--- src/rtl/seq_nr_divider_if.sv ---
// ---------------------------------------------------------------------------
// seq_nr_divider_if
//   Request/result bundle for the sequential non-restoring divider.
//   master : the control unit side (drives the request, reads the results)
//   slave  : the divider side
//
//   start        request a divide (sampled only while busy=0)
//   is_signed    1 = two's-complement operands, 0 = unsigned
//   dividend     numerator, WIDTH bits
//   divisor      denominator, WIDTH bits
//   busy         high from the accepting edge until done
//   done         one-cycle pulse, quotient/remainder valid
//   quotient     result quotient (truncated toward zero)
//   remainder    result remainder (sign follows dividend in signed mode)
//   div_by_zero  set with done when divisor was 0; held until next accept
// ---------------------------------------------------------------------------
interface seq_nr_divider_if #(
    parameter int WIDTH = 32
);
    logic             start;
    logic             is_signed;
    logic [WIDTH-1:0] dividend;
    logic [WIDTH-1:0] divisor;
    logic             busy;
    logic             done;
    logic [WIDTH-1:0] quotient;
    logic [WIDTH-1:0] remainder;
    logic             div_by_zero;

    modport master (
        output start, is_signed, dividend, divisor,
        input  busy, done, quotient, remainder, div_by_zero
    );

    modport slave (
        input  start, is_signed, dividend, divisor,
        output busy, done, quotient, remainder, div_by_zero
    );
endinterface

--- src/rtl/seq_nr_divider.sv ---
// ---------------------------------------------------------------------------
// seq_nr_divider
//   Multi-cycle non-restoring integer divider, one quotient bit per clock,
//   signed or unsigned per operation, with divide-by-zero reporting.
//
//   clock  rising-edge clock
//   clear  asynchronous active-high reset; discards any in-flight divide
//   bus    seq_nr_divider_if.slave (start/is_signed/dividend/divisor in,
//          busy/done/quotient/remainder/div_by_zero out)
//
//   Latency from the accepting edge E0: done is visible after edge
//   E0+WIDTH+1 for a normal divide, after E0+1 for a zero divisor.
// ---------------------------------------------------------------------------
module seq_nr_divider #(
    parameter int WIDTH = 32
) (
    input  logic            clock,
    input  logic            clear,
    seq_nr_divider_if.slave bus
);
    localparam int CW = $clog2(WIDTH);

    typedef enum logic [1:0] {IDLE, RUN, FIX, DONE} state_t;

    state_t           state_reg,  state_next;
    logic [CW-1:0]    count_reg,  count_next;
    // Dividend magnitude shifts out of the top while quotient bits shift in
    // at the bottom; after WIDTH steps this register holds the raw quotient.
    logic [WIDTH-1:0] aq_reg,     aq_next;
    logic [WIDTH-1:0] b_reg,      b_next;
    logic [WIDTH:0]   rem_reg,    rem_next;   // two's-complement partial remainder
    logic             sign_q_reg, sign_q_next;
    logic             sign_r_reg, sign_r_next;
    logic             zero_reg,   zero_next;
    logic             busy_reg,   busy_next;
    logic             done_reg,   done_next;
    logic             dbz_reg,    dbz_next;
    logic [WIDTH-1:0] quot_reg,   quot_next;
    logic [WIDTH-1:0] rmd_reg,    rmd_next;

    logic             neg_a, neg_b;
    logic [WIDTH-1:0] mag_a, mag_b;
    logic [WIDTH:0]   rem_shift, rem_step, rem_fix;

    // In signed mode the most negative value negates to itself, which read
    // as unsigned is exactly 2^(WIDTH-1) -- the magnitude we want.
    assign neg_a = bus.is_signed & bus.dividend[WIDTH-1];
    assign neg_b = bus.is_signed & bus.divisor[WIDTH-1];
    assign mag_a = neg_a ? -bus.dividend : bus.dividend;
    assign mag_b = neg_b ? -bus.divisor  : bus.divisor;

    // The remainder stays within [-B, B), so WIDTH+1 bits hold the final value
    // of every step even though the doubled intermediate can wrap.
    assign rem_shift = {rem_reg[WIDTH-1:0], aq_reg[WIDTH-1]};
    assign rem_step  = rem_reg[WIDTH] ? (rem_shift + {1'b0, b_reg})
                                      : (rem_shift - {1'b0, b_reg});
    assign rem_fix   = rem_reg[WIDTH] ? (rem_reg + {1'b0, b_reg}) : rem_reg;

    always_comb begin
        state_next  = state_reg;
        count_next  = count_reg;
        aq_next     = aq_reg;
        b_next      = b_reg;
        rem_next    = rem_reg;
        sign_q_next = sign_q_reg;
        sign_r_next = sign_r_reg;
        zero_next   = zero_reg;
        busy_next   = busy_reg;
        done_next   = done_reg;
        dbz_next    = dbz_reg;
        quot_next   = quot_reg;
        rmd_next    = rmd_reg;

        unique case (state_reg)
            IDLE: begin
                if (bus.start) begin
                    busy_next   = 1'b1;
                    done_next   = 1'b0;
                    dbz_next    = 1'b0;
                    sign_q_next = neg_a ^ neg_b;
                    sign_r_next = neg_a;
                    aq_next     = mag_a;
                    b_next      = mag_b;
                    rem_next    = '0;
                    count_next  = CW'(WIDTH - 1);
                    // A zero divisor skips the iteration and takes the single
                    // FIX slot, so its result appears one edge after accept.
                    if (bus.divisor == '0) begin
                        zero_next  = 1'b1;
                        state_next = FIX;
                    end else begin
                        zero_next  = 1'b0;
                        state_next = RUN;
                    end
                end
            end

            RUN: begin
                rem_next = rem_step;
                aq_next  = {aq_reg[WIDTH-2:0], ~rem_step[WIDTH]};
                if (count_reg == '0) begin
                    state_next = FIX;
                end else begin
                    count_next = count_reg - CW'(1);
                end
            end

            FIX: begin
                rem_next = rem_fix;
                if (zero_reg) begin
                    quot_next = '0;
                    rmd_next  = '0;
                    dbz_next  = 1'b1;
                end else begin
                    quot_next = sign_q_reg ? -aq_reg : aq_reg;
                    rmd_next  = sign_r_reg ? -rem_fix[WIDTH-1:0] : rem_fix[WIDTH-1:0];
                end
                done_next  = 1'b1;
                busy_next  = 1'b0;
                state_next = DONE;
            end

            DONE: begin
                // start is deliberately not sampled here: busy is already low
                // but the unit only accepts from IDLE.
                done_next  = 1'b0;
                state_next = IDLE;
            end

            default: state_next = IDLE;
        endcase
    end

    always_ff @(posedge clock or posedge clear) begin
        if (clear) begin
            state_reg  <= IDLE;
            count_reg  <= '0;
            aq_reg     <= '0;
            b_reg      <= '0;
            rem_reg    <= '0;
            sign_q_reg <= 1'b0;
            sign_r_reg <= 1'b0;
            zero_reg   <= 1'b0;
            busy_reg   <= 1'b0;
            done_reg   <= 1'b0;
            dbz_reg    <= 1'b0;
            quot_reg   <= '0;
            rmd_reg    <= '0;
        end else begin
            state_reg  <= state_next;
            count_reg  <= count_next;
            aq_reg     <= aq_next;
            b_reg      <= b_next;
            rem_reg    <= rem_next;
            sign_q_reg <= sign_q_next;
            sign_r_reg <= sign_r_next;
            zero_reg   <= zero_next;
            busy_reg   <= busy_next;
            done_reg   <= done_next;
            dbz_reg    <= dbz_next;
            quot_reg   <= quot_next;
            rmd_reg    <= rmd_next;
        end
    end

    assign bus.busy        = busy_reg;
    assign bus.done        = done_reg;
    assign bus.quotient    = quot_reg;
    assign bus.remainder   = rmd_reg;
    assign bus.div_by_zero = dbz_reg;
endmodule

--- src/flat_wrapper.sv ---
// flat-port wrapper written by rule: the top's interface ports become plain ports
module seq_nr_divider_flat 
#(
    parameter int WIDTH = 32
)
  (clock, clear, bus_start, bus_is_signed, bus_dividend, bus_divisor, bus_busy, bus_done, bus_quotient, bus_remainder, bus_div_by_zero);
  seq_nr_divider_if #(.WIDTH(WIDTH)) bus_i ();
  input  logic clock;
  input  logic clear;
  input wire logic [$bits(bus_i.start)-1:0] bus_start;
  input wire logic [$bits(bus_i.is_signed)-1:0] bus_is_signed;
  input wire logic [$bits(bus_i.dividend)-1:0] bus_dividend;
  input wire logic [$bits(bus_i.divisor)-1:0] bus_divisor;
  output wire logic [$bits(bus_i.busy)-1:0] bus_busy;
  output wire logic [$bits(bus_i.done)-1:0] bus_done;
  output wire logic [$bits(bus_i.quotient)-1:0] bus_quotient;
  output wire logic [$bits(bus_i.remainder)-1:0] bus_remainder;
  output wire logic [$bits(bus_i.div_by_zero)-1:0] bus_div_by_zero;
  assign bus_i.start = bus_start;
  assign bus_i.is_signed = bus_is_signed;
  assign bus_i.dividend = bus_dividend;
  assign bus_i.divisor = bus_divisor;
  assign bus_busy = bus_i.busy;
  assign bus_done = bus_i.done;
  assign bus_quotient = bus_i.quotient;
  assign bus_remainder = bus_i.remainder;
  assign bus_div_by_zero = bus_i.div_by_zero;
  seq_nr_divider #(.WIDTH(WIDTH)) u_core (.clock(clock), .clear(clear), .bus(bus_i));
endmodule
--- config.mk ---
export PLATFORM = sky130hd
export DESIGN_NAME = seq_nr_divider_flat
export DESIGN_NICKNAME = d
export VERILOG_FILES = /design/src/rtl/seq_nr_divider_if.sv /design/src/rtl/seq_nr_divider.sv /design/src/flat_wrapper.sv
export SDC_FILE = /design/constraint.sdc
export NUM_CORES = 1
export LEC_CHECK = 0
export CAP_MARGIN = 10
export CORE_MARGIN = 4
export CORE_UTILIZATION = 25
export CTS_CLUSTER_DIAMETER = 80
export CTS_CLUSTER_SIZE = 20
export DETAILED_ROUTE_END_ITERATION = 16
export PLACE_DENSITY_LB_ADDON = 0.05
export RECOVER_POWER = 25
export SYNTH_ARGS = -nofsm -noshare
export SYNTH_HDL_FRONTEND = slang
export SYNTH_SLANG_ARGS = --single-unit
--- constraint.sdc ---
create_clock -name clock -period 5.65 [get_ports clock]
set_clock_uncertainty 0.2 [all_clocks]
set_input_delay 0.8475 -clock clock [delete_from_list [all_inputs] [get_ports clock]]
set_output_delay 0.8475 -clock clock [all_outputs]
set_load 0.005 [all_outputs]
== After elaboration in Yosys (flattened, before gate mapping) ==
Cells that the tools add are included.

* Bits of input ports: 68
* Logic and storage cells: 73
* Bits in registers: 174
* Output and inout port bits: 67

* Muxes and demuxes: 26
* Reductions and logical operators: 15
* Bitwise gates (word level): 4
* Add/sub/neg operators: 8
* Equal/unequal tests: 7

{| class="wikitable"
|+ Operators with widths
! kind !! number
|-
| 32-bit two-way mux || 7
|-
| 32-bit negator || 4
|-
| 33-bit two-way mux || 3
|-
| 33-bit one-hot mux with 3 select lines || 1
|-
| 33-bit by 32-bit adder with 33-bit output || 2
|-
| 32-bit one-hot mux with 2 select lines || 1
|-
| 33-bit by 32-bit subtractor with 33-bit output || 1
|-
| 32-bit zero test || 1
|-
| 2-bit AND reduction || 6
|-
| 5-bit two-way mux || 2
|-
| 5-bit one-hot mux with 2 select lines || 1
|-
| 2-bit one-hot mux with 4 select lines || 1
|-
| 2-bit two-way mux || 3
|-
| 3-bit AND reduction || 2
|-
| 3-bit nonzero test || 2
|-
| 5-bit zero test || 1
|-
| 5-bit by 1-bit subtractor with 5-bit output, second input constant || 1
|-
| 2-bit == test, second input constant || 2
|-
| 1-bit two-way mux || 4
|-
| 2-bit by 1-bit inequality test with 1-bit output, second input constant || 2
|-
| 2-bit inequality test, second input constant || 2
|-
| 1-bit one-hot mux with 2 select lines || 2
|-
| 2-bit nonzero test || 2
|-
| 1-bit one-hot mux with 3 select lines || 1
|-
| 5 further kinds || 6
|}

== Logic depth before layout (Yosys ltp) ==
* Depth after elaboration: 5
* Gate-level depth with buffers: 22
* Mapped depth without buffers: 20

== Least setup slack after synthesis ==
Ideal clock, no wire load.

* Kind: reg2reg
* From: register u_core.rem_reg[32]
* To: register u_core.rem_reg[31]
* Period minus slack after synthesis: 5698 ps
* Arrival: 5373 ps
* Data required time: 5326 ps
* Setup time: 124 ps
* Setup slack: -48 ps
* Stages on the path, launching flop included: 21
* Path buffers: 7
* Path through: dfrtp_1 -> buf_2 -> buf_1 -> clkbuf_1 -> buf_2 -> buf_1 -> clkbuf_1 -> buf_1 -> mux2_2 -> ha_1 -> a21o_1 -> a21o_1 -> a21oi_1 -> o22ai_1 -> a2111oi_0 -> nor2_1 -> a221o_1 -> o41a_1 -> a311oi_1 -> xor2_1 -> o21bai_1

* Word-level cells in the longest chain between the ends: 2
* Elaborated cells on any way between the ends: 3
* Those cells by class: 3 x mux

{| class="wikitable"
|+ RTL lines
! element !! RTL line !! source
|-
| from (decl) || seq_nr_divider.sv:31 || <nowiki>logic [WIDTH:0] rem_reg, rem_next;</nowiki>
|-
| from (signal assigned) || seq_nr_divider.sv:154 || <nowiki>rem_reg <= rem_next;</nowiki>
|-
| 33-bit two-way mux, on equally long branches || seq_nr_divider.sv:57, seq_nr_divider.sv:55 ||
|-
| 33-bit one-hot mux with 3 select lines * || seq_nr_divider.sv:74 || <nowiki>unique case (state_reg)</nowiki>
|}

Every way passes the cells marked *; elsewhere a longest branch is shown, timed or not.
A chain may end at the register's enable or synchronous reset.

== Worst setup path in the final report ==
* From: register u_core.b_reg[3]
* To: register u_core.rem_reg[31]

* Word-level cells in the longest chain between the ends: 3
* Elaborated cells on any way between the ends: 6
* Those cells by class: 3 x add/sub; 3 x mux

{| class="wikitable"
|+ RTL lines
! element !! RTL line !! source
|-
| from (decl) || seq_nr_divider.sv:30 || <nowiki>logic [WIDTH-1:0] b_reg, b_next;</nowiki>
|-
| from (signal assigned) || seq_nr_divider.sv:153 || <nowiki>b_reg <= b_next;</nowiki>
|-
| 33-bit by 32-bit adder with 33-bit output, or another cell as far along || seq_nr_divider.sv:57 || <nowiki>assign rem_fix = rem_reg[WIDTH] ? (rem_reg + {1'b0, b_reg}) : rem_reg;</nowiki>
|-
| 33-bit two-way mux, on equally long branches || seq_nr_divider.sv:57, seq_nr_divider.sv:55 ||
|-
| 33-bit one-hot mux with 3 select lines * || seq_nr_divider.sv:74 ||
|}

Marked as above.

==> flow_results.org <==
** Critical path
- Critical path startpoint :: u_core.b_reg[3]
- Largest driver fanout on the critical path :: 6
- Longest individual stage delay on the worst path :: 0.45 ns
- Cell seen most often among critical-path stages :: sky130_fd_sc_hd__nand2_1
- R2R Setup Slk :: 0.48 ns
- The worst register-to-register path begins at u_core.b_reg[3].
- Startpoint Class :: flop
- STA classifies the critical path endpoint as a flop.
- Data required time at the worst endpoint :: 5.83 ns
- Crit path kind :: flop to flop
- At the worst endpoint, the arrival time is 5.35 ns.
- Walking the worst path, the cells encountered are nor3_1 -> nand2_1 -> nor4b_1 -> buf_4 -> nand2_1 -> nor3_1 -> nand2_1 -> or3_1 -> and2_1 -> xor2_1 -> ha_1 -> or3_1 -> o21ai_0 -> nor2_1 -> a221o_1 -> o41a_1 -> a311oi_1 -> xor2_1 -> o21bai_1.
- Worst-path cell with the longest stage delay :: sky130_fd_sc_hd__dfrtp_1

** GRT
- Largest net degree at the start of global routing :: 154
- Via count of the first global-routing pass :: 12700
- For this run, global-route usage on met2 was measured as 0.274.
- For met3 alone, demand over resource in global routing was 0.0247.
- Overflow left after global routing :: 0
- GRT Util Overall :: 0.167
- The first global-routing pass estimated 77900 microns of wire.
- Most heavily used metal layer in global routing :: met2
- Global Route met1 Usage :: 0.225
- The number of antenna violations at the first check in global routing is 0.

** Final layout
- Of the cells placed in the final design, the portion with a size suffix greater than 1 is 0.0578.
- Syn-to-layout area delta :: 19.5%
- Once layout is complete, the cells apart from fillers number 2546.
- With fillers left out, the area of the finished cells amounts to 16800 sq um.
- Net count, final :: 1933
- Antenna cells :: 0
- The register with the most flip-flops in the layout has 33 of them.

** Clock tree
- Clock latency on the worst-skew pair, taken at its later pin, is 0.50 ns.
- Clock Pin Slew Worst Setup and Hold Paths :: 0.07 ns
- The number of hold buffers added after CTS was 0.
- TritonCTS built the clock tree.
- Setup repair bufs after CTS :: 0
- H-tree depth :: 4
- Max clock buf depth :: 2
- TritonCTS buffer count :: 17
- The tree is rooted in a sky130_fd_sc_hd__clkbuf_16.
- The clock drives 174 sinks.

** Power and ir drop
- The share of total power dissipated in combinational logic is 0.640.
- Internal power summed over all cells :: 5.02 mW
- Part of the total power dissipated in the clock network :: 0.115
- Leak :: 6.74 nW
- For this design the ratio of total power to cell area is 603 nW/um^2.
- Sequential fraction of design power :: 0.245
- In this run the power spent charging and discharging nets is 5.11 mW.
- Worst ir drop on vdd :: 0.261 mV
- Final total power :: 10.1 mW
- Net switching fraction of the power :: 0.505

** Routing
- Number of optimization iterations in the first detailed-route pass :: 5
- Via density per instance :: 5.02
- Violation count after the first detailed-route iteration :: 753
- Average wire per standard cell :: 19.8 microns
- Count of antenna-violating nets left after detailed routing :: 0
- The routed layout has 12800 vias.
- For this run, design rule violations remaining after detail routing come to 0.
- Final wirelength :: 50400 microns

** Placement
- Total half-perimeter wirelength after legalization and detailed placement :: 38100 microns
- Once placement finished, the instance area stood at 16300 sq um.
- Routability congestion estimate :: 0.843
- Input and output buffers added on the ports amount to 134.
- Placed insts :: 2515

** Yosys
- In this run, synthesis inferred 0 flip-flops with an integrated enable.
- Cell variety after synth :: 90
- Synthesized flop and latch total :: 174
- Avg Inst Size Synth :: 8.34 sq um
- Gate count of the mapped netlist :: 1684
- The number of nets in the synthesized netlist is 1831.
- Yosys printed 0 warnings.
- Of the synthesized area, sequential elements account for 0.310.
- Of all cell types, the one taking the most synthesized area is sky130_fd_sc_hd__dfrtp_1.
- By area the synthesized netlist is led by sky130_fd_sc_hd__dfrtp_1, sky130_fd_sc_hd__xor2_1, sky130_fd_sc_hd__ha_1.
- The synthesized netlist occupies a cell area of 14000 sq um.
- Of the post-synthesis cell area, the dominant cell type holds 0.310.
- Dominant register cell in the synthesized netlist :: sky130_fd_sc_hd__dfrtp_1
- FFs w/ async S/R, synth :: 1.00

** Worst hold path
- Worst min path class :: flop to flop
- The worst hold path begins at u_core.bus.quotient[12].

** Floorplan
- 135 I/O pins were placed.
- Width of the die :: 245 microns
- Std-Cell Rows :: 86
- Effective utilization at floorplan :: 0.254
- Die footprint :: 60000 sq um
- Measured along the y axis, the die boundary spans 245 microns.
- The floorplan step defined a core boundary enclosing 55400 sq um.

** Run status
- Violated checks :: capacitance limit, slew limit
- Outcome :: complete, but fails checks

** STA
- Achievable frequency :: 193 MHz
- Ratio of final minimum period to clock period :: 0.916
- Setup_tns :: 0 ns
- Number of max-slew violations in the final report :: 263
- Pin slew with the least headroom to its limit :: 2.68 ns
- Shortest clock period the worst path allows after layout :: 5.17 ns
- Setup violations remaining at the end of the flow were counted as 0.
- The count of endpoints failing hold in the final timing report is 0.
- In this run the tightest slew margin relative to its limit is -0.789.
- Setup repair after global routing left no endpoint under its margin.

** Run
- Number of violations of the max-capacitance limit :: 3
==> kinds of logic (layout without fill, tap and decap cells) <==
kind of cell	Yosys count	after routing	synth area share
flops	174	174	0.310
compound gates	582	582	0.277
fa+ha+maj	79	79	0.0714
mux	18	18	0.0134
buf+inv	126	240	0.0347
xor+xnor	185	185	0.115
simple gates	520	520	0.178
==> final timing paths <==
kind	endpoint	depth (start not counted)
worst max-delay path	u_core.rem_reg[31]	19
worst min-delay path	u_core.bus.quotient[12]	1
worst max register to register	u_core.rem_reg[31]	19
worst min register to register	u_core.bus.quotient[12]	1
max in group asynchronous	u_core.rem_reg[32]	3
min in group asynchronous	u_core.bus.quotient[31]	2
==> cells in the mapped netlist (30+ instances only) <==
library cell                instances
sky130_fd_sc_hd__xor2_1           115
sky130_fd_sc_hd__dfrtp_1          174
sky130_fd_sc_hd__o2bb2ai_1         63
sky130_fd_sc_hd__nand2_1          196
sky130_fd_sc_hd__a21oi_1          129
sky130_fd_sc_hd__nor2_1           121
sky130_fd_sc_hd__clkbuf_1          63
sky130_fd_sc_hd__xnor2_1           70
sky130_fd_sc_hd__nand3_1           30
sky130_fd_sc_hd__nor3_1            34
sky130_fd_sc_hd__o21ai_0          153
sky130_fd_sc_hd__inv_1             43
sky130_fd_sc_hd__ha_1              77
sky130_fd_sc_hd__o31ai_1           36
==> cells in the final DEF (no fill, tap or decap), drive strengths merged, types with 8 or more instances in the layout <==
| master | count |
|---|---|
| or3 | 14 |
| o211ai | 11 |
| o31ai | 37 |
| dfrtp | 174 |
| nand3b | 11 |
| nor2 | 121 |
| mux2i | 12 |
| a31oi | 15 |
| inv | 48 |
| a21oi | 130 |
| clkdlybuf4s50 | 133 |
| o21a | 14 |
| xnor2 | 70 |
| or2 | 8 |
| nand2b | 19 |
| o2bb2ai | 63 |
| nand2 | 196 |
| buf | 28 |
| o41ai | 13 |
| nand3 | 32 |
| clkbuf | 23 |
| a21o | 25 |
| a22oi | 23 |
| xor2 | 115 |
| o21bai | 10 |
| a211oi | 11 |
| a211o | 8 |
| nor3 | 35 |
| nor4 | 17 |
| nand4 | 11 |
| or4 | 10 |
| nor2b | 11 |
| and3 | 14 |
| ha | 77 |
| o21ai | 168 |
==> layer usage <==
metal	share of wire	routed length, microns
met4	0.023	1180
met5	0	0
met2	0.48	23900
met3	0.026	1290
met1	0.48	24000
==> worst max-delay path: cells and delay by family, from the launching register on <==
kind | cells | cell delay [ns]
adders and majority gates | 1 | 0.35
AOI/OAI and AO/OA | 5 | 1.25
buffers and inverters | 1 | 0.19
and+or+nand+nor | 10 | 2.28
DFF | 1 | 0.45
xor gates and xnor gates | 2 | 0.31
==> layout make-up <==
class                   count  area (sq um)
clock inverters            11          85.1
multi-input cells        1384          9250
well taps                 748           936
clock buffers              20           437
fillers                  5957         38600
repair buffers            165          1570
inverters                  44           166
flip-flops and latches    174          4360
==> power by group through the flow <==
stage               sequential (mW)  clock [mW]  combinational, mW
floorplan                      2.23           0               4.54
global placement               2.52           0               6.53
detailed placement             2.52           0               6.52
CTS                            2.51        1.22               6.56
global route                   2.58        1.26               7.24
finish                         2.48        1.16               6.48
==> stage by stage <==
| step | hold WS, ns | util | setup WS (ns) |
|---|---|---|---|
| after floorplan | 0.272 | - | 0.0173 |
| after global placement | 0.272 | 0.294 | 0.410 |
| after detailed placement | 0.272 | 0.294 | 0.391 |
| after CTS | 0.291 | 0.303 | 0.363 |
| after global routing | 0.309 | 0.303 | 0.0774 |
| final | 0.284 | 0.303 | 0.477 |
==> timing repair <==
item | in CTS | in global routing
setup endpoints to repair | 0 | 3
gates resized for setup | 0 | 2
hold endpoints to repair | 0 | 0
(Power assumes the default switching activity.)
